==> config.mk <==
export PLATFORM = sky130hd
export DESIGN_NAME = nv_fifo_rws_ctrl_16x64
export DESIGN_NICKNAME = d
export VERILOG_FILES = /design/src/rtl/nv_fifo_rws_ctrl_16x64.sv
export SDC_FILE = /design/constraint.sdc
export NUM_CORES = 1
export LEC_CHECK = 0
export CORE_MARGIN = 1
export CORE_UTILIZATION = 42
export CTS_CLUSTER_DIAMETER = 200
export DETAILED_ROUTE_END_ITERATION = 12
export PLACE_DENSITY = 0.93
export SYNTH_ARGS = -nofsm -noshare
export SYNTH_HDL_FRONTEND = slang
export SYNTH_SLANG_ARGS = --single-unit
==> constraint.sdc <==
create_clock -name nvdla_core_clk -period 3.5 [get_ports nvdla_core_clk]
set_input_delay 0.525 -clock nvdla_core_clk [delete_from_list [all_inputs] [get_ports nvdla_core_clk]]
set_output_delay 0.525 -clock nvdla_core_clk [all_outputs]
set_load 0.02 [all_outputs]
==> src/rtl/nv_fifo_rws_ctrl_16x64.sv <==
// nv_fifo_rws_ctrl_16x64
// Initiator-side controller for a 16x64 registered-read RAM. It presents a
// valid/ready FIFO of 18 entries: 16 in RAM and 2 in a small output buffer
// that hides the one-cycle RAM read latency.
//
// Handshake: a transfer happens on a side in any cycle where valid and ready
// are both high at the rising clock edge. wr_prdy depends only on state.
// rd_pvld/rd_pd depend only on state, and rd_pd is stable while the read
// side is stalled (rd_pvld & !rd_prdy).
//
// Optional build macro: NV_FIFO_RWS_CTRL_LEVEL_EN adds the registered
// fifo_level output (total occupancy, 0..18).
module nv_fifo_rws_ctrl_16x64 (
    input  logic        nvdla_core_clk,
    input  logic        nvdla_core_rstn,
    input  logic        wr_pvld,
    output logic        wr_prdy,
    input  logic [63:0] wr_pd,
    output logic        rd_pvld,
    input  logic        rd_prdy,
    output logic [63:0] rd_pd,
    output logic [3:0]  ram_wa,
    output logic        ram_we,
    output logic [63:0] ram_di,
    output logic [3:0]  ram_ra,
    output logic        ram_re,
    input  logic [63:0] ram_dout,
    input  logic [31:0] pwrbus_ram_pd,
    output logic [31:0] ram_pwrbus_ram_pd
`ifdef NV_FIFO_RWS_CTRL_LEVEL_EN
    ,
    output logic [4:0]  fifo_level
`endif
);

    logic [3:0]  wr_ptr_q,   wr_ptr_d;
    logic [3:0]  rd_ptr_q,   rd_ptr_d;
    logic [4:0]  ram_cnt_q,  ram_cnt_d;
    logic        inflight_q, inflight_d;
    logic [63:0] ob0_q,      ob0_d;
    logic [63:0] ob1_q,      ob1_d;
    logic        ob_head_q,  ob_head_d;
    logic [1:0]  ob_cnt_q,   ob_cnt_d;

    logic        wr_acc;
    logic        pop;
    logic [2:0]  ob_occ;
    logic        ob_tail;

    assign ram_pwrbus_ram_pd = pwrbus_ram_pd;

    // Handshakes, RAM port drive and read-issue decision.
    always_comb begin
        wr_prdy = (ram_cnt_q != 5'd16);
        wr_acc  = wr_pvld & wr_prdy;
        rd_pvld = (ob_cnt_q != 2'd0);
        rd_pd   = ob_head_q ? ob1_q : ob0_q;
        pop     = rd_pvld & rd_prdy;
        // Buffer slots already spoken for: held entries plus the read in flight.
        ob_occ  = {1'b0, ob_cnt_q} + {2'b00, inflight_q};
        // Issue only when the returning word is guaranteed a free buffer slot.
        ram_re  = (ram_cnt_q != 5'd0) && (ob_occ < (3'd2 + {2'b00, pop}));
        ram_we  = wr_acc;
        ram_wa  = wr_ptr_q;
        ram_di  = wr_pd;
        ram_ra  = rd_ptr_q;
    end

    // Next-state for pointers, RAM occupancy and the output buffer.
    always_comb begin
        wr_ptr_d   = wr_ptr_q + {3'b000, wr_acc};
        rd_ptr_d   = rd_ptr_q + {3'b000, ram_re};
        // The RAM slot is released at issue, so a write may reuse it at once.
        ram_cnt_d  = ram_cnt_q + {4'b0000, wr_acc} - {4'b0000, ram_re};
        inflight_d = ram_re;
        // At capture time ob_cnt is at most 1, so the tail slot is always free.
        ob_tail    = ob_head_q ^ ob_cnt_q[0];
        ob0_d      = ob0_q;
        ob1_d      = ob1_q;
        if (inflight_q) begin
            if (ob_tail) begin
                ob1_d = ram_dout;
            end else begin
                ob0_d = ram_dout;
            end
        end
        ob_head_d  = ob_head_q ^ pop;
        ob_cnt_d   = ob_cnt_q + {1'b0, inflight_q} - {1'b0, pop};
    end

    // State registers; reset discards all queued contents.
    always_ff @(posedge nvdla_core_clk or negedge nvdla_core_rstn) begin
        if (!nvdla_core_rstn) begin
            wr_ptr_q   <= 4'd0;
            rd_ptr_q   <= 4'd0;
            ram_cnt_q  <= 5'd0;
            inflight_q <= 1'b0;
            ob0_q      <= 64'd0;
            ob1_q      <= 64'd0;
            ob_head_q  <= 1'b0;
            ob_cnt_q   <= 2'd0;
        end else begin
            wr_ptr_q   <= wr_ptr_d;
            rd_ptr_q   <= rd_ptr_d;
            ram_cnt_q  <= ram_cnt_d;
            inflight_q <= inflight_d;
            ob0_q      <= ob0_d;
            ob1_q      <= ob1_d;
            ob_head_q  <= ob_head_d;
            ob_cnt_q   <= ob_cnt_d;
        end
    end

`ifdef NV_FIFO_RWS_CTRL_LEVEL_EN
    logic [4:0] fifo_level_q, fifo_level_d;

    // Total occupancy after this edge: RAM + read in flight + buffer.
    always_comb begin
        fifo_level_d = ram_cnt_d + {4'b0000, inflight_d} + {3'b000, ob_cnt_d};
    end

    // Registered occupancy output.
    always_ff @(posedge nvdla_core_clk or negedge nvdla_core_rstn) begin
        if (!nvdla_core_rstn) begin
            fifo_level_q <= 5'd0;
        end else begin
            fifo_level_q <= fifo_level_d;
        end
    end

    assign fifo_level = fifo_level_q;
`endif

endmodule

Word-level counts from Yosys, hierarchy flattened
Index checks and enable logic that the tools add are counted.

storage, ports and cells
  flip-flop bits (word level) = 145
  bits of input ports = 164

operators by class
  add/subtract/negate cells = 8
  order comparisons = 1
  equal/unequal tests = 1
  mux-type cells = 1
  bitwise logic cells = 5
  reductions and logical operators = 5

operator list
  operator                                       number
  two-way mux 64 bit                             1
  adder 4 x 1 -> 4 bit                           2
  adder 5 x 1 -> 5 bit                           1
  inequality test 5 bit (second input constant)  1
  nonzero test 5 bit                             1
  subtractor 5 x 1 -> 5 bit                      1
  AND reduction 2 bit                            2
  adder 2 x 1 -> 3 bit                           1
  adder 2 x 1 -> 3 bit (first input constant)    1
  < comparator 3 bit                             1
  adder 2 x 1 -> 2 bit                           1
  bitwise AND 1 bit                              2
  nonzero test 2 bit                             1
  subtractor 2 x 1 -> 2 bit                      1
  bitwise XOR 1 bit                              2
  logical AND 1 bit                              1
  NOT 1 bit                                      1

Logic depth before layout (Yosys ltp)
Gate-level depths: netlist of run 1.

  depth in word-level cells = 6
  gate-level depth with buffers = 11
  gate-level depth less buffers = 11

Least setup slack after synthesis of run 1
Ideal clock, no wire load.

  kind = register to register
  start = register inflight_q
  end = register ram_cnt_q[4]
  library setup time = 124 ps
  arrival time = 2778 ps
  required time = 3376 ps
  setup slack = 597 ps
  stages on the path, launching flop included = 12
  buffers on the path = 0
  cell sequence = dfrtp_1 ha_1 ha_1 o21a_1 nor3_1 ha_1 inv_1 ha_1 fa_1 a21oi_1 o21bai_1 xnor2_1

on the way
  word-level cells in the longest chain between the ends = 4

RTL lines
  element                    RTL line  text
  start, declared            39        logic inflight_q, inflight_d;
  start signal, assigned     106       inflight_q <= inflight_d;
  adder 2 x 1 -> 3 bit       60        ob_occ = {1'b0, ob_cnt_q} + {2'b00, inflight_q};
  < comparator 3 bit         62        ram_re = (ram_cnt_q != 5'd0) && (ob_occ < (3'd2 + {2'b00, pop}));
  logical AND 1 bit          62
  net ram_re                 26        output logic ram_re,
  subtractor 5 x 1 -> 5 bit  74        ram_cnt_d = ram_cnt_q + {4'b0000, wr_acc} - {4'b0000, ram_re};
  net ram_cnt_d[4]           38        logic [4:0] ram_cnt_q, ram_cnt_d;
  end signal, assigned       105       ram_cnt_q <= ram_cnt_d;
  end, declared              38

The timed path passes the listed nets, and every way through them passes these cells.
A chain may end at the register's enable or synchronous reset.

Worst setup path after layout of run 1
  start = register inflight_q
  end = output ram_re

on the way
  word-level cells in the longest chain between the ends = 3

RTL lines
  element               RTL line
  adder 2 x 1 -> 3 bit  60
  < comparator 3 bit    62
  logical AND 1 bit     62
  end, declared         26

No other way between the ends.

==> impl_metrics.xml, run 1 <==
<?xml version="1.0" encoding="UTF-8"?>
<metrics>
  <group name="placement">
    <metric name="detailedPlacementHpwl" unit="mm">9.560</metric>
    <metric name="placedInstanceArea" unit="µm²">8021</metric>
    <metric name="buffer_ports.inserted" unit="">143</metric>
    <metric name="gpl.final_weighted_congestion" unit="">0.7416</metric>
  </group>
  <group name="critical_path">
    <metric name="worst_path_max_delay_cell" unit="">sky130_fd_sc_hd__clkdlybuf4s50_1</metric>
    <metric name="critical_path_class" unit="">reg -&gt; out</metric>
    <metric name="worstReg2RegEnd" unit="">ram_cnt_q[4]</metric>
    <metric name="crit_chain" unit="">ha_1 -&gt; ha_1 -&gt; o21a_1 -&gt; nor3_1 -&gt; clkdlybuf4s50_1</metric>
    <metric name="max_stage_delay" unit="ns">0.70</metric>
    <metric name="timing.critical_path.mode_cell" unit="">sky130_fd_sc_hd__ha_1</metric>
    <metric name="r2r_setup_slack" unit="ns">0.55</metric>
    <metric name="crit_path_max_fanout" unit="">4</metric>
    <metric name="crit_path_end_kind" unit="">output port</metric>
    <metric name="worstPathArrival" unit="ns">2.64</metric>
    <metric name="r2r_cells" unit="">11</metric>
    <metric name="regToRegStartpoint" unit="">inflight_q</metric>
    <metric name="worst-endpoint-required" unit="ns">2.97</metric>
    <metric name="worstSetupStartpoint" unit="">inflight_q</metric>
    <metric name="worst_setup_path_start_kind" unit="">register</metric>
  </group>
  <group name="synth">
    <metric name="postSynthNetCount" unit="">683</metric>
    <metric name="netlist-cell-type-count" unit="">26</metric>
    <metric name="ys_dominant_reg_cell" unit="">sky130_fd_sc_hd__dfrtp_1</metric>
    <metric name="asyncSetResetFlopFracSynth" unit="%">100.0</metric>
    <metric name="synth.mux.area_fraction" unit="%">30.86</metric>
    <metric name="synth_adder_area_share" unit="%">2.739</metric>
    <metric name="synth_top_family_by_area" unit="">multiplexers</metric>
    <metric name="ys_seq_area_share" unit="%">50.91</metric>
    <metric name="synth_enable_flop_cells" unit="">0</metric>
    <metric name="synth_area" unit="µm²">7127</metric>
    <metric name="synth_compound_area_share" unit="%">0.5267</metric>
    <metric name="synthSimpleGateAreaFrac" unit="%">0.7374</metric>
    <metric name="synth-seq-cells" unit="">145</metric>
    <metric name="yosys_warnings" unit="">0</metric>
    <metric name="postSynthCellCount" unit="">504</metric>
    <metric name="synth_top_cells_by_area" unit="">sky130_fd_sc_hd__dfrtp_1, sky130_fd_sc_hd__mux2_2, sky130_fd_sc_hd__buf_4</metric>
    <metric name="yosysTopAreaCell" unit="">sky130_fd_sc_hd__dfrtp_1</metric>
    <metric name="synth_largest_type_area_fraction" unit="%">50.91</metric>
    <metric name="post_synthesis_area_per_instance" unit="µm²">14.14</metric>
    <metric name="post_synth_xor_area_fraction" unit="%">1.475</metric>
  </group>
  <group name="finish">
    <metric name="mostFrequentLayoutCells" unit="">sky130_fd_sc_hd__dfrtp_1, sky130_fd_sc_hd__clkdlybuf4s50_1, sky130_fd_sc_hd__mux2_2, sky130_fd_sc_hd__mux2_1, sky130_fd_sc_hd__clkbuf_16</metric>
    <metric name="layout_commonest_cell" unit="">sky130_fd_sc_hd__dfrtp_1</metric>
    <metric name="drive_above_1_share" unit="%">32.22</metric>
    <metric name="final_antenna_diode_count" unit="">0</metric>
    <metric name="final_net_count" unit="">734</metric>
    <metric name="fin_area" unit="µm²">8623</metric>
    <metric name="flow.area_growth_from_synthesis" unit="%">21.00</metric>
  </group>
  <group name="sta">
    <metric name="tightest_slew" unit="ns">1.021</metric>
    <metric name="timing_hold_violations_final" unit="">0</metric>
    <metric name="max_clock_freq" unit="GHz">0.3164</metric>
    <metric name="setup-violations-final" unit="">0</metric>
    <metric name="relSlewSlack" unit="%">31.92</metric>
    <metric name="maxSlewViolCount" unit="">0</metric>
    <metric name="timing.clock.skew" unit="ns">0.006163</metric>
    <metric name="tns" unit="ns">0</metric>
    <metric name="post-route-min-period" unit="ns">3.160</metric>
    <metric name="timing.final.crit_share" unit="%">90.30</metric>
    <metric name="unrepaired_setup_endpoints_after_global_routing" unit="">false</metric>
  </group>
  <group name="power">
    <metric name="power.combinational.fraction" unit="%">53.5</metric>
    <metric name="design_power_total" unit="mW">10.50</metric>
    <metric name="switching_share" unit="%">35.27</metric>
    <metric name="clock_power_share" unit="%">17.3</metric>
    <metric name="seq_power_share" unit="%">29.2</metric>
    <metric name="ir_drop" unit="V">0.001007</metric>
    <metric name="power_density" unit="nW/µm²">1218</metric>
    <metric name="total_leakage_power" unit="nW">3.637</metric>
    <metric name="power.switching" unit="mW">3.705</metric>
    <metric name="internal_power" unit="mW">6.799</metric>
  </group>
  <group name="clock_tree">
    <metric name="inserted_clock_buffers" unit="">17</metric>
    <metric name="cts_hold_buf" unit="">0</metric>
    <metric name="ctsResizeCount" unit="">0</metric>
    <metric name="cts-root-buf" unit="">sky130_fd_sc_hd__clkbuf_16</metric>
    <metric name="clkSinkCount" unit="">145</metric>
    <metric name="max_clock_buf_depth" unit="">2</metric>
    <metric name="htree_num_levels" unit="">4</metric>
    <metric name="tritoncts" unit="">built</metric>
    <metric name="cts.reportedPaths.clkPinSlew" unit="ns">0.06</metric>
    <metric name="post_cts_buffers" unit="">0</metric>
    <metric name="clock_latency" unit="ns">0.41</metric>
  </group>
  <group name="routing">
    <metric name="drt_pass1_iterations" unit="">4</metric>
    <metric name="ant_nets" unit="">0</metric>
    <metric name="drcViolationCount" unit="">0</metric>
    <metric name="via_count" unit="">3945</metric>
    <metric name="detail_route.vias_per_cell" unit="">5.006</metric>
    <metric name="wire_per_inst" unit="µm">17.62</metric>
    <metric name="finalWirelength" unit="mm">13.89</metric>
    <metric name="detail_route.iter0.violations" unit="">137</metric>
  </group>
  <group name="floorplan">
    <metric name="coreArea" unit="µm²">16580</metric>
    <metric name="fp.dieW" unit="µm">132.3</metric>
    <metric name="design.portCount" unit="">336</metric>
    <metric name="num_rows" unit="">47</metric>
    <metric name="initial_utilization" unit="%">42.98</metric>
    <metric name="die_height" unit="µm">132.3</metric>
    <metric name="floorplan.die_area" unit="µm²">17490</metric>
  </group>
  <group name="global_routing">
    <metric name="grt_pass1_wl" unit="mm">22.74</metric>
    <metric name="global_route_total_usage_across_every_layer" unit="%">16.51</metric>
    <metric name="grt_antenna_before_repair" unit="">0</metric>
    <metric name="grt_start_max_net_pins" unit="">78</metric>
    <metric name="first_global_vias" unit="">4477</metric>
    <metric name="gr-total-overflow" unit="">0</metric>
  </group>
  <group name="worst_hold_path">
    <metric name="min-delay-path-class" unit="">in -&gt; async</metric>
  </group>
  <group name="job">
    <metric name="max_cap_viol_count" unit="">0</metric>
  </group>
  <group name="status">
    <metric name="status" unit="">finished clean</metric>
  </group>
</metrics>
==> worst max-delay path by stage <==
stage,to,cells after the start
2_1_floorplan,ram_cnt_q[4],11
3_3_place_gp,ram_cnt_q[4],11
3_5_place_dp,ram_cnt_q[4],11
4_1_cts,ram_re,5
5_1_grt,ram_re,5
6_report,ram_re,5
==> state kept, by name, summed over array words and instances (netlist names) <==
register    count
inflight_q      1
ob0_q          64
ob1_q          64
ob_cnt_q        2
ob_head_q       1
ram_cnt_q       5
ram_ra          4
ram_wa          4
==> cells in the mapped netlist (2+ instances only) <==
master,number
sky130_fd_sc_hd__xor2_1,5
sky130_fd_sc_hd__nand3_1,2
sky130_fd_sc_hd__buf_4,103
sky130_fd_sc_hd__dfrtp_1,145
sky130_fd_sc_hd__mux2_2,132
sky130_fd_sc_hd__ha_1,14
sky130_fd_sc_hd__xnor2_1,7
sky130_fd_sc_hd__buf_2,6
sky130_fd_sc_hd__mux2_4,10
sky130_fd_sc_hd__buf_6,6
sky130_fd_sc_hd__inv_1,9
sky130_fd_sc_hd__mux2_1,50
sky130_fd_sc_hd__a21oi_1,2
==> final cells by class <==
cell class                      instances  area [µm²]
Clock buffer                           23       498.0
Clock inverter                          9       103.9
Fill cell                            1334        7960
Inverter                                9       33.78
Multi-Input combinational cell        234        2600
Sequential cell                       145        3630
Tap cell                              220       275.3
Timing Repair Buffer                  148        1483
==> kinds of logic (layout without fill, tap and decap cells) <==
| group | Yosys count | count (layout) |
|---|---|---|
| and+or+nand+nor | 9 | 9 |
| muxes | 192 | 192 |
| DFF | 145 | 145 |
| buffers and inverters | 125 | 189 |
| AOI/OAI and AO/OA | 6 | 6 |
| xor gates and xnor gates | 12 | 12 |
| adders and majority gates | 15 | 15 |
==> stage by stage <==
step           std cells  hold WS (ns)  setup slack, ns  util [%]
2_1_floorplan        504        0.2294           0.5971         -
6_report             788        0.1003           0.3395     52.00
3_3_place_gp         756        0.4615           0.4760     48.37
5_1_grt              788        0.1425           0.1178     52.00
4_1_cts              788        0.1228           0.2997     52.00
3_5_place_dp         756        0.4659           0.2786     48.37
==> power by group through the flow <==
| stage | clock [mW] | sequential (mW) | combinational (mW) |
|---|---|---|---|
| after detailed placement | 0 | 3.08 | 5.67 |
| after CTS | 1.87 | 3.06 | 5.70 |
| after global placement | 0 | 2.99 | 5.43 |
| after floorplan | 0 | 2.98 | 3.97 |
| after global routing | 1.94 | 3.17 | 5.99 |
| final | 1.82 | 3.06 | 5.62 |
==> routing by layer <==
| layer | GRT usage, % | routed length [µm] | up-vias | part of all wire [%] |
|---|---|---|---|---|
| met1 | 18.82 | 5686 | 1994 | 41 |
| met4 | 4.981 | 126 | 0 | 0.91 |
| li1 | - | - | 1740 | - |
| met5 | 1.111 | 0 | - | 0 |
| met3 | 7.843 | 1168 | 26 | 8.4 |
| met2 | 27.37 | 6904 | 185 | 50 |
==> worst max-delay path, delay by kind of cell, from the launching register on <==
kind,cells,cell delay (ns)
AOI/OAI and AO/OA,1,0.12
adders and majority gates,2,0.53
buffers and inverters,1,0.70
DFF,1,0.45
and+or+nand+nor,1,0.43
(Power assumes the default switching activity.)
==> inputs of run 2 (changes only) <==
Settings changed: CTS_CLUSTER_SIZE from default to 14, GPL_ROUTABILITY_DRIVEN from default to 0, PLACE_DENSITY 0.93 to 0.82.
==> impl_metrics.xml, run 2 (same netlist as run 1, synthesis figures left out) <==
<?xml version="1.0" encoding="UTF-8"?>
<metrics>
  <group name="critical_path">
    <metric name="worstPathBufferInverterCount" unit="">1</metric>
    <metric name="crit_path_max_fanout" unit="">4</metric>
    <metric name="worst-endpoint-required" unit="ns">2.97</metric>
    <metric name="crit_path_end_kind" unit="">output port</metric>
    <metric name="cpLargestDelayFamily" unit="">buffers and inverters</metric>
    <metric name="critical_path_class" unit="">reg -&gt; out</metric>
    <metric name="regToRegStartpoint" unit="">inflight_q</metric>
    <metric name="worstReg2RegEnd" unit="">ram_cnt_q[4]</metric>
    <metric name="worstPathArrival" unit="ns">2.64</metric>
    <metric name="crit_chain" unit="">ha_1 -&gt; ha_1 -&gt; o21a_1 -&gt; nor3_1 -&gt; clkdlybuf4s50_1</metric>
    <metric name="worst_setup_path_start_kind" unit="">register</metric>
    <metric name="worst_path_max_delay_cell" unit="">sky130_fd_sc_hd__clkdlybuf4s50_1</metric>
    <metric name="r2r_cells" unit="">11</metric>
    <metric name="timing.critical_path.mode_cell" unit="">sky130_fd_sc_hd__ha_1</metric>
    <metric name="r2r_setup_slack" unit="ns">0.55</metric>
    <metric name="max_stage_delay" unit="ns">0.71</metric>
  </group>
  <group name="power">
    <metric name="power_density" unit="nW/µm²">1213</metric>
    <metric name="total_leakage_power" unit="nW">3.628</metric>
    <metric name="ir_drop" unit="V">0.0007816</metric>
  </group>
  <group name="global_routing">
    <metric name="gr-total-overflow" unit="">0</metric>
    <metric name="grt_start_max_net_pins" unit="">77</metric>
    <metric name="global_route_total_usage_across_every_layer" unit="%">16.39</metric>
    <metric name="first_global_vias" unit="">4527</metric>
    <metric name="grt_antenna_before_repair" unit="">0</metric>
    <metric name="grt_pass1_wl" unit="mm">22.59</metric>
  </group>
  <group name="clock_tree">
    <metric name="ctsResizeCount" unit="">0</metric>
    <metric name="cts_hold_buf" unit="">0</metric>
    <metric name="inserted_clock_buffers" unit="">17</metric>
    <metric name="clock_latency" unit="ns">0.41</metric>
    <metric name="cts-root-buf" unit="">sky130_fd_sc_hd__clkbuf_16</metric>
    <metric name="htree_num_levels" unit="">4</metric>
    <metric name="cts.reportedPaths.clkPinSlew" unit="ns">0.06</metric>
    <metric name="clkSinkCount" unit="">145</metric>
    <metric name="max_clock_buf_depth" unit="">2</metric>
    <metric name="tritoncts" unit="">built</metric>
    <metric name="post_cts_buffers" unit="">0</metric>
  </group>
  <group name="placement">
    <metric name="detailedPlacementHpwl" unit="mm">9.013</metric>
    <metric name="buffer_ports.inserted" unit="">143</metric>
    <metric name="placedInstanceArea" unit="µm²">8046</metric>
  </group>
  <group name="sta">
    <metric name="maxSlewViolCount" unit="">0</metric>
    <metric name="post-route-min-period" unit="ns">3.164</metric>
    <metric name="timing.final.crit_share" unit="%">90.39</metric>
    <metric name="tightest_slew" unit="ns">0.7082</metric>
    <metric name="unrepaired_setup_endpoints_after_global_routing" unit="">false</metric>
    <metric name="timing_hold_violations_final" unit="">0</metric>
    <metric name="setup-violations-final" unit="">0</metric>
    <metric name="timing.clock.skew" unit="ns">0.008701</metric>
    <metric name="max_clock_freq" unit="GHz">0.3161</metric>
    <metric name="relSlewSlack" unit="%">52.79</metric>
    <metric name="hold_ws" unit="ns">0.1218</metric>
    <metric name="tns" unit="ns">0</metric>
  </group>
  <group name="finish">
    <metric name="area_of_combinational_cells_with_multiple_inputs" unit="µm²">2600</metric>
    <metric name="flow.area_growth_from_synthesis" unit="%">21.17</metric>
    <metric name="final_antenna_diode_count" unit="">0</metric>
    <metric name="fin_area" unit="µm²">8636</metric>
    <metric name="fillers" unit="">1381</metric>
    <metric name="registers_with_the_most_flip_flops" unit="">ob0_q (64), ob1_q (64), ram_cnt_q (5)</metric>
    <metric name="layout_commonest_cell" unit="">sky130_fd_sc_hd__dfrtp_1</metric>
    <metric name="sequential_cell_area" unit="µm²">3630</metric>
    <metric name="drive_above_1_share" unit="%">31.69</metric>
    <metric name="mostFrequentLayoutCells" unit="">sky130_fd_sc_hd__dfrtp_1, sky130_fd_sc_hd__clkdlybuf4s50_1, sky130_fd_sc_hd__mux2_2, sky130_fd_sc_hd__mux2_1, sky130_fd_sc_hd__clkbuf_16</metric>
    <metric name="final_net_count" unit="">734</metric>
  </group>
  <group name="status">
    <metric name="status" unit="">finished clean</metric>
  </group>
  <group name="routing">
    <metric name="finalWirelength" unit="mm">13.40</metric>
    <metric name="drt_pass1_iterations" unit="">4</metric>
    <metric name="via_count" unit="">3968</metric>
    <metric name="drcViolationCount" unit="">0</metric>
    <metric name="ant_nets" unit="">0</metric>
    <metric name="wire_per_inst" unit="µm">17.01</metric>
    <metric name="detail_route.vias_per_cell" unit="">5.036</metric>
    <metric name="detail_route.iter0.violations" unit="">73</metric>
  </group>
  <group name="floorplan">
    <metric name="die_height" unit="µm">132.3</metric>
    <metric name="initial_utilization" unit="%">42.98</metric>
    <metric name="num_rows" unit="">47</metric>
    <metric name="coreArea" unit="µm²">16580</metric>
    <metric name="design.portCount" unit="">336</metric>
    <metric name="floorplan.die_area" unit="µm²">17490</metric>
    <metric name="fp.dieW" unit="µm">132.3</metric>
  </group>
  <group name="worst_hold_path">
    <metric name="min-delay-path-class" unit="">in -&gt; async</metric>
  </group>
  <group name="job">
    <metric name="max_cap_viol_count" unit="">0</metric>
  </group>
</metrics>
[run 2: cell types whose count changed in the layout (fill, tap and decap cells not counted), sizes merged]
cell / delta
clkinv: -2
bufinv: +1
clkbuf: -1
clkinvlp: +2
[run 2: layer usage]
metal / track usage [%] / vias to the layer above / part of all wire [%]
met5: 0 / - / 0
met4: 7.663 / 0 / 2.5
met3: 5.959 / 53 / 6.6
met2: 27.37 / 153 / 51
met1: 18.72 / 2022 / 40
li1: - / 1740 / -
[run 2: layout make-up]
type / count / share of cell area, %
Multi-Input combinational cell: 234 / 30.11
Inverter: 9 / 0.3912
Clock buffer: 22 / 5.259
Clock inverter: 10 / 1.565
Sequential cell: 145 / 42.03
Timing Repair Buffer: 148 / 17.46
Tap cell: 220 / 3.187
[run 2: worst register-to-register path, delay by kind of cell, from the launching register on]
family                     cells  cell delay [ns]
adders and majority gates      5             1.35
and+or+nand+nor                1             0.46
DFF                            1             0.45
AOI/OAI and AO/OA              3             0.39
xor gates and xnor gates       1             0.13
buffers and inverters          1             0.05
[run 2: worst max path at each step]
stage	from	to	slack (ns)	depth (start not counted)
global route	inflight_q	ram_re	0.22	5
global placement	rd_prdy	ram_cnt_q[4]	0.44	11
finish	inflight_q	ram_re	0.34	5
floorplan	inflight_q	ram_cnt_q[4]	0.60	11
detailed placement	rd_prdy	ram_cnt_q[4]	0.21	11
CTS	inflight_q	ram_re	0.29	5
[run 2: through the flow]
stage	setup WS [ns]	power, mW	util, %	std cells
after floorplan	0.5971	6.950	-	504
after global placement	0.4413	8.481	48.52	756
after detailed placement	0.2111	8.754	48.52	756
after CTS	0.2920	10.62	52.07	788
after global routing	0.2219	11.13	52.07	788
final	0.3364	10.48	52.07	788
[run 2: power by group]
| group | switching (mW) | internal [mW] |
|---|---|---|
| Sequential | 0.451 | 2.60 |
| Clock | 0.671 | 1.14 |
| Combinational | 2.54 | 3.07 |
| Total | 3.66 | 6.81 |
==> inputs of run 3 (changes only) <==
Settings changed: SLEW_MARGIN from default to 20.
==> results of run 3 <==
Same layout as run 2: the final DEF is identical, and so are final timing and power.
==> variant 1 (flow settings as in run 1) <==
Build with the macro `NV_FIFO_RWS_CTRL_LEVEL_EN` defined.
--- a/src/rtl/nv_fifo_rws_ctrl_16x64.sv
+++ b/src/rtl/nv_fifo_rws_ctrl_16x64.sv
@@ -12,2 +12,4 @@
 // fifo_level output (total occupancy, 0..18).
+`define NV_FIFO_RWS_CTRL_LEVEL_EN
+
 module nv_fifo_rws_ctrl_16x64 (
Function (old outputs only; new: fifo_level): kept (equiv_simple and equiv_induct, registers matched by name and starting in step).
==> variant 1 against run 1 <==
  * Combinational power up 14%
  * Synthesized area rose by 3.3%
  * Critical path depth grew 7
  * Power is 8.9% higher
  * Final area grew 3.9%
  * Via count up 2.8%
  * Highest routed layer unchanged
  * Setup slack got worse by 0.024 ns
  * Sequential cell count grew 5
  * Utilization is essentially flat
  * Critical path type is now reg2reg
  * Routed wire length grew 3.7%
==> variant 1: results (changes against run 1) <==
Status
  – Outcome: completed (unchanged)

Placed design
  – Final GP Congestion: 0.754 (was 0.742)
  – I/O Buffers: 148 (was 143)
  – Final HPWL DP: 9910 um (was 9560 um)
  – Placed Area: 8360 sq um (was 8020 sq um)

Setup path
  – R2R Path Start: inflight_q (unchanged)
  – Worst r2r path cells: 12 (was 11)
  – Top delay family on crit path: adder cells (was buffers and inverters)
  – Critical path's largest stage delay: 0.48 ns (was 0.70 ns)
  – CP endpoint: fifo_level[4] (was ram_re)
  – WS Path Type: reg2reg (was reg2out)
  – FF-to-FF setup slack: 0.32 ns (was 0.55 ns)
  – Slowest CP cell: fa_1 (was clkdlybuf4s50_1)
  – R2R Path End: fifo_level[4] (was ram_cnt_q[4])
  – CP arrival: 3.52 ns (was 2.64 ns)

CTS
  – CTS Buf Count: 17 (unchanged)
  – CTS Buffer Depth: 2 (unchanged)
  – Worst skew pair latency: 0.41 ns (about the same)
  – # H-tree levels: 4 (unchanged)
  – Resize count post-CTS: 0 (unchanged)

Route
  – Routed len/inst: 17.7 um (was 17.6 um)
  – DR iter-0 viols: 75 (was 137)
  – First-pass detailed-route iteration total: 4 (unchanged)
  – Vias: 4,057 (was 3,945)

Cells and area
  – Final #Nets: 761 (was 734)
  – Top flop regs: ob0_q x64, ob1_q x64 (was ob0_q x64, ob1_q x64, ram_cnt_q x5)
  – Share of layout cells above drive strength 1: 0.314 (was 0.322)
  – Fillers: 1,368 (was 1,334)

STA
  – Clock skew: 0.00604 ns (was 0.00616 ns)
  – Slew Limit Headroom: 0.424 (was 0.319)

Logic synthesis
  – Syn nets: 703 (was 683)
  – FFs w/ async S/R, synth: 1.00 (unchanged)
  – Synth area leaders: dfrtp_1, mux2_2, buf_4 (unchanged)
  – Most frequent cells after synthesis: dfrtp_1, mux2_2, buf_4 (unchanged)
  – Seq/Total Area, Yosys: 0.510 (was 0.509)
  – Number of distinct library cells after synthesis: 27 (was 26)

Power and ir drop
  – Pleak: 3.78 nW (was 3.64 nW)
  – Combinational power: 6.41 mW (was 5.62 mW)
  – Internal: 7.32 mW (was 6.80 mW)
  – VDD IR max: 642 uV (was 1010 uV)
  – Seq group: 3.20 mW (was 3.06 mW)

GRT
  – First-pass GRT wire length: 23,400 um (was 22,700 um)
  – Initial antenna violation count: 0 (unchanged)
  – Gr usage total: 0.168 (was 0.165)
  – Vias in the first global route: 4,718 (was 4,477)
  – Largest net degree at the start of global routing: 91 (was 78)

Worst hold path
  – Hold WC Path Type: in2async (unchanged)
## variant 1: metrics by stage
step / total power [mW] / setup slack [ns] / utilization / instances / hold WS (ns)
floorplan: 7.60 / 0.186 / - / 521 / 0.229
global placement: 9.32 / 0.195 / 0.485 / 785 / 0.460
detailed placement: 9.71 / 0.130 / 0.485 / 785 / 0.480
CTS: 11.6 / 0.276 / 0.520 / 815 / 0.209
global route: 12.2 / 0.138 / 0.520 / 815 / 0.251
finish: 11.4 / 0.315 / 0.520 / 815 / 0.198
## variant 1: final cells by class
type | count | area (sq um) | share of cell area
multi-input combinational | 245 | 2720 | 0.303
sequential | 150 | 3750 | 0.419
clock inverter | 9 | 126 | 0.0141
tap | 225 | 282 | 0.0314
clock buffer | 21 | 470 | 0.0525
inverter | 10 | 37.5 | 0.00419
timing repair buffer | 155 | 1570 | 0.176
## variant 1: layer usage
layer / vias to the layer above / part of all wire / global-route usage
met1: 2056 / 0.39 / 0.186
met5: - / 0 / 0
met4: 0 / 0.017 / 0.0699
met3: 27 / 0.071 / 0.0590
met2: 166 / 0.52 / 0.294
li1: 1808 / - / -
## variant 1: logic make-up after synthesis
family,share of synthesized area
xor gates and xnor gates,0.0178
AOI/OAI and AO/OA,0.00510
buffers and inverters,0.124
DFF,0.510
and+or+nand+nor,0.00986
adders and majority gates,0.0336
muxes,0.300
## variant 1: worst register-to-register path, delay by kind of cell (launching register included)
family                     cells  cell delay (ns)
AOI/OAI and AO/OA              1             0.13
muxes                          1             0.15
buffers and inverters          1             0.06
and+or+nand+nor                2             0.32
DFF                            1             0.45
xor gates and xnor gates       1             0.10
adders and majority gates      6             1.91
==> variant 2 (settings of run 1) <==
Without the edit above. `ob1_q` no longer has a reset.
--- a/src/rtl/nv_fifo_rws_ctrl_16x64.sv
+++ b/src/rtl/nv_fifo_rws_ctrl_16x64.sv
@@ -98,3 +98,2 @@
             ob0_q      <= 64'd0;
-            ob1_q      <= 64'd0;
             ob_head_q  <= 1'b0;
@@ -107,3 +106,2 @@
             ob0_q      <= ob0_d;
-            ob1_q      <= ob1_d;
             ob_head_q  <= ob_head_d;
@@ -111,2 +109,6 @@
         end
+    end
+
+    always_ff @(posedge nvdla_core_clk) begin
+        ob1_q <= ob1_d;
     end
Function: same outputs for any inputs over 4 cycles, from zero or initial values and one cycle with nvdla_core_rstn low; that may be too few to reach the edited logic, so the function may still have changed.
==> variant 2 against run 1 <==
  * Utilization up 0.57 points
  * Via count is 11% lower
  * Largest cell class unchanged
  * First-iteration DRC count down 8.0%
  * Power down 3.8%
  * Synthesized area down 2.7%
  * Setup slack better by 0.054 ns
  * Final area shrank 2.5%
  * Routed wire length shrank 3.6%
  * Sequential cell count did not move
==> variant 2: results (changes against run 1) <==
Status
  – Outcome: completed (unchanged)

GRT
  – Met2 usage: 0.272 (was 0.274)
  – Vias in the first global route: 3,926 (was 4,477)
  – Gr usage total: 0.161 (was 0.165)
  – Largest net degree at the start of global routing: 51 (was 78)
  – First-pass GRT wire length: 20,300 um (was 22,700 um)
  – Met3 Use GR: 0.0696 (was 0.0784)
  – GR met1 Demand/Resource: 0.170 (was 0.188)

STA
  – WHS: 0.148 ns (was 0.100 ns)
  – Clock skew: 0.00915 ns (was 0.00616 ns)
  – Slew Limit Headroom: 0.562 (was 0.319)

Logic synthesis
  – FFs w/ async S/R, synth: 0.559 (was 1.00)
  – Synth area leaders: dfrtp_1, edfxtp_1, mux2_4 (was dfrtp_1, mux2_2, buf_4)
  – Most frequent cells after synthesis: buf_4, dfrtp_1, mux2_2 (was dfrtp_1, mux2_2, buf_4)
  – Post-synth EDFFs: 64 (was 0)
  – Syn nets: 614 (was 683)
  – Seq/Total Area, Yosys: 0.570 (was 0.509)

Setup path
  – Critical path fanouts, max: 5 (was 4)
  – Worst r2r path cells: 11 (unchanged)
  – CP arrival: 2.58 ns (was 2.64 ns)
  – Slowest CP cell: clkdlybuf4s50_1 (unchanged)
  – R2R Path Start: ob_cnt_q[0] (was inflight_q)
  – FF-to-FF setup slack: 0.62 ns (was 0.55 ns)

CTS
  – # Post-CTS Setup Buffers: 0 (unchanged)
  – CTS Buffer Depth: 2 (unchanged)

Cells and area
  – Final #Nets: 674 (was 734)
  – Share of layout cells above drive strength 1: 0.337 (was 0.322)
  – Fillers: 1,296 (was 1,334)

Placed design
  – Placed Area: 7820 sq um (was 8020 sq um)
  – Final HPWL DP: 9240 um (was 9560 um)
  – Final GP Congestion: 0.732 (was 0.742)

Route
  – Total wire length: 13,400 um (was 13,900 um)
  – Vias: 3,502 (was 3,945)
  – DR iter-0 viols: 126 (was 137)

Power and ir drop
  – Pleak: 3.49 nW (was 3.64 nW)
  – VDD IR max: 843 uV (was 1010 uV)
-- variant 2: worst reg2reg max path: stages, from the launching register on --
cell	delay (ns)
dfrtp_1	0.44
ha_1	0.21
ha_1	0.27
o21a_1	0.11
nor3_1	0.43
ha_1	0.22
inv_1	0.04
ha_1	0.20
fa_1	0.43
a21oi_1	0.15
o21bai_1	0.09
xnor2_1	0.20
-- variant 2: area by class of cell --
class,instances,area (sq um),area share
Clock buffer,26,552,0.0656
Clock inverter,6,37.5,0.00446
Inverter,10,37.5,0.00446
Multi-Input combinational cell,170,2060,0.245
Sequential cell,145,3950,0.470
Tap cell,216,270,0.0321
Timing Repair Buffer,151,1500,0.178
-- variant 2: power breakdown --
part / total (mW) / internal [mW] / switching (mW)
clock: 1.76 / 1.09 / 0.670
sequential: 3.14 / 2.76 / 0.384
combinational: 5.20 / 2.81 / 2.39
total: 10.1 / 6.66 / 3.45
-- variant 2: per-layer routing --
metal	vias to the layer above	share of wire
met4	0	0.029
met2	173	0.50
met5	-	0
li1	1548	-
met1	1726	0.38
met3	55	0.093
-- variant 2: worst max-delay path by stage --
stage	to	depth (start not counted)	slack, ns	start
finish	ram_re	5	0.39	ob_cnt_q[0]
global route	ram_re	5	0.23	ob_cnt_q[0]
CTS	ram_re	5	0.35	ob_cnt_q[0]
detailed placement	ram_cnt_q[4]	11	0.27	rd_prdy
global placement	ram_cnt_q[4]	11	0.46	rd_prdy
floorplan	ram_cnt_q[4]	11	0.60	ob_cnt_q[0]
-- variant 2: metrics by stage --
step	worst slack (ns)	cells
after floorplan	0.602	435
after global placement	0.461	692
after detailed placement	0.273	692
after CTS	0.353	724
after global routing	0.232	724
final	0.394	724
-- variant 2: cell families after synthesis --
group	share of synthesized area
xor+xnor	0.0152
buf+inv	0.133
compound gates	0.00542
mux	0.240
flops	0.570
fa+ha+maj	0.0282
simple gates	0.00794
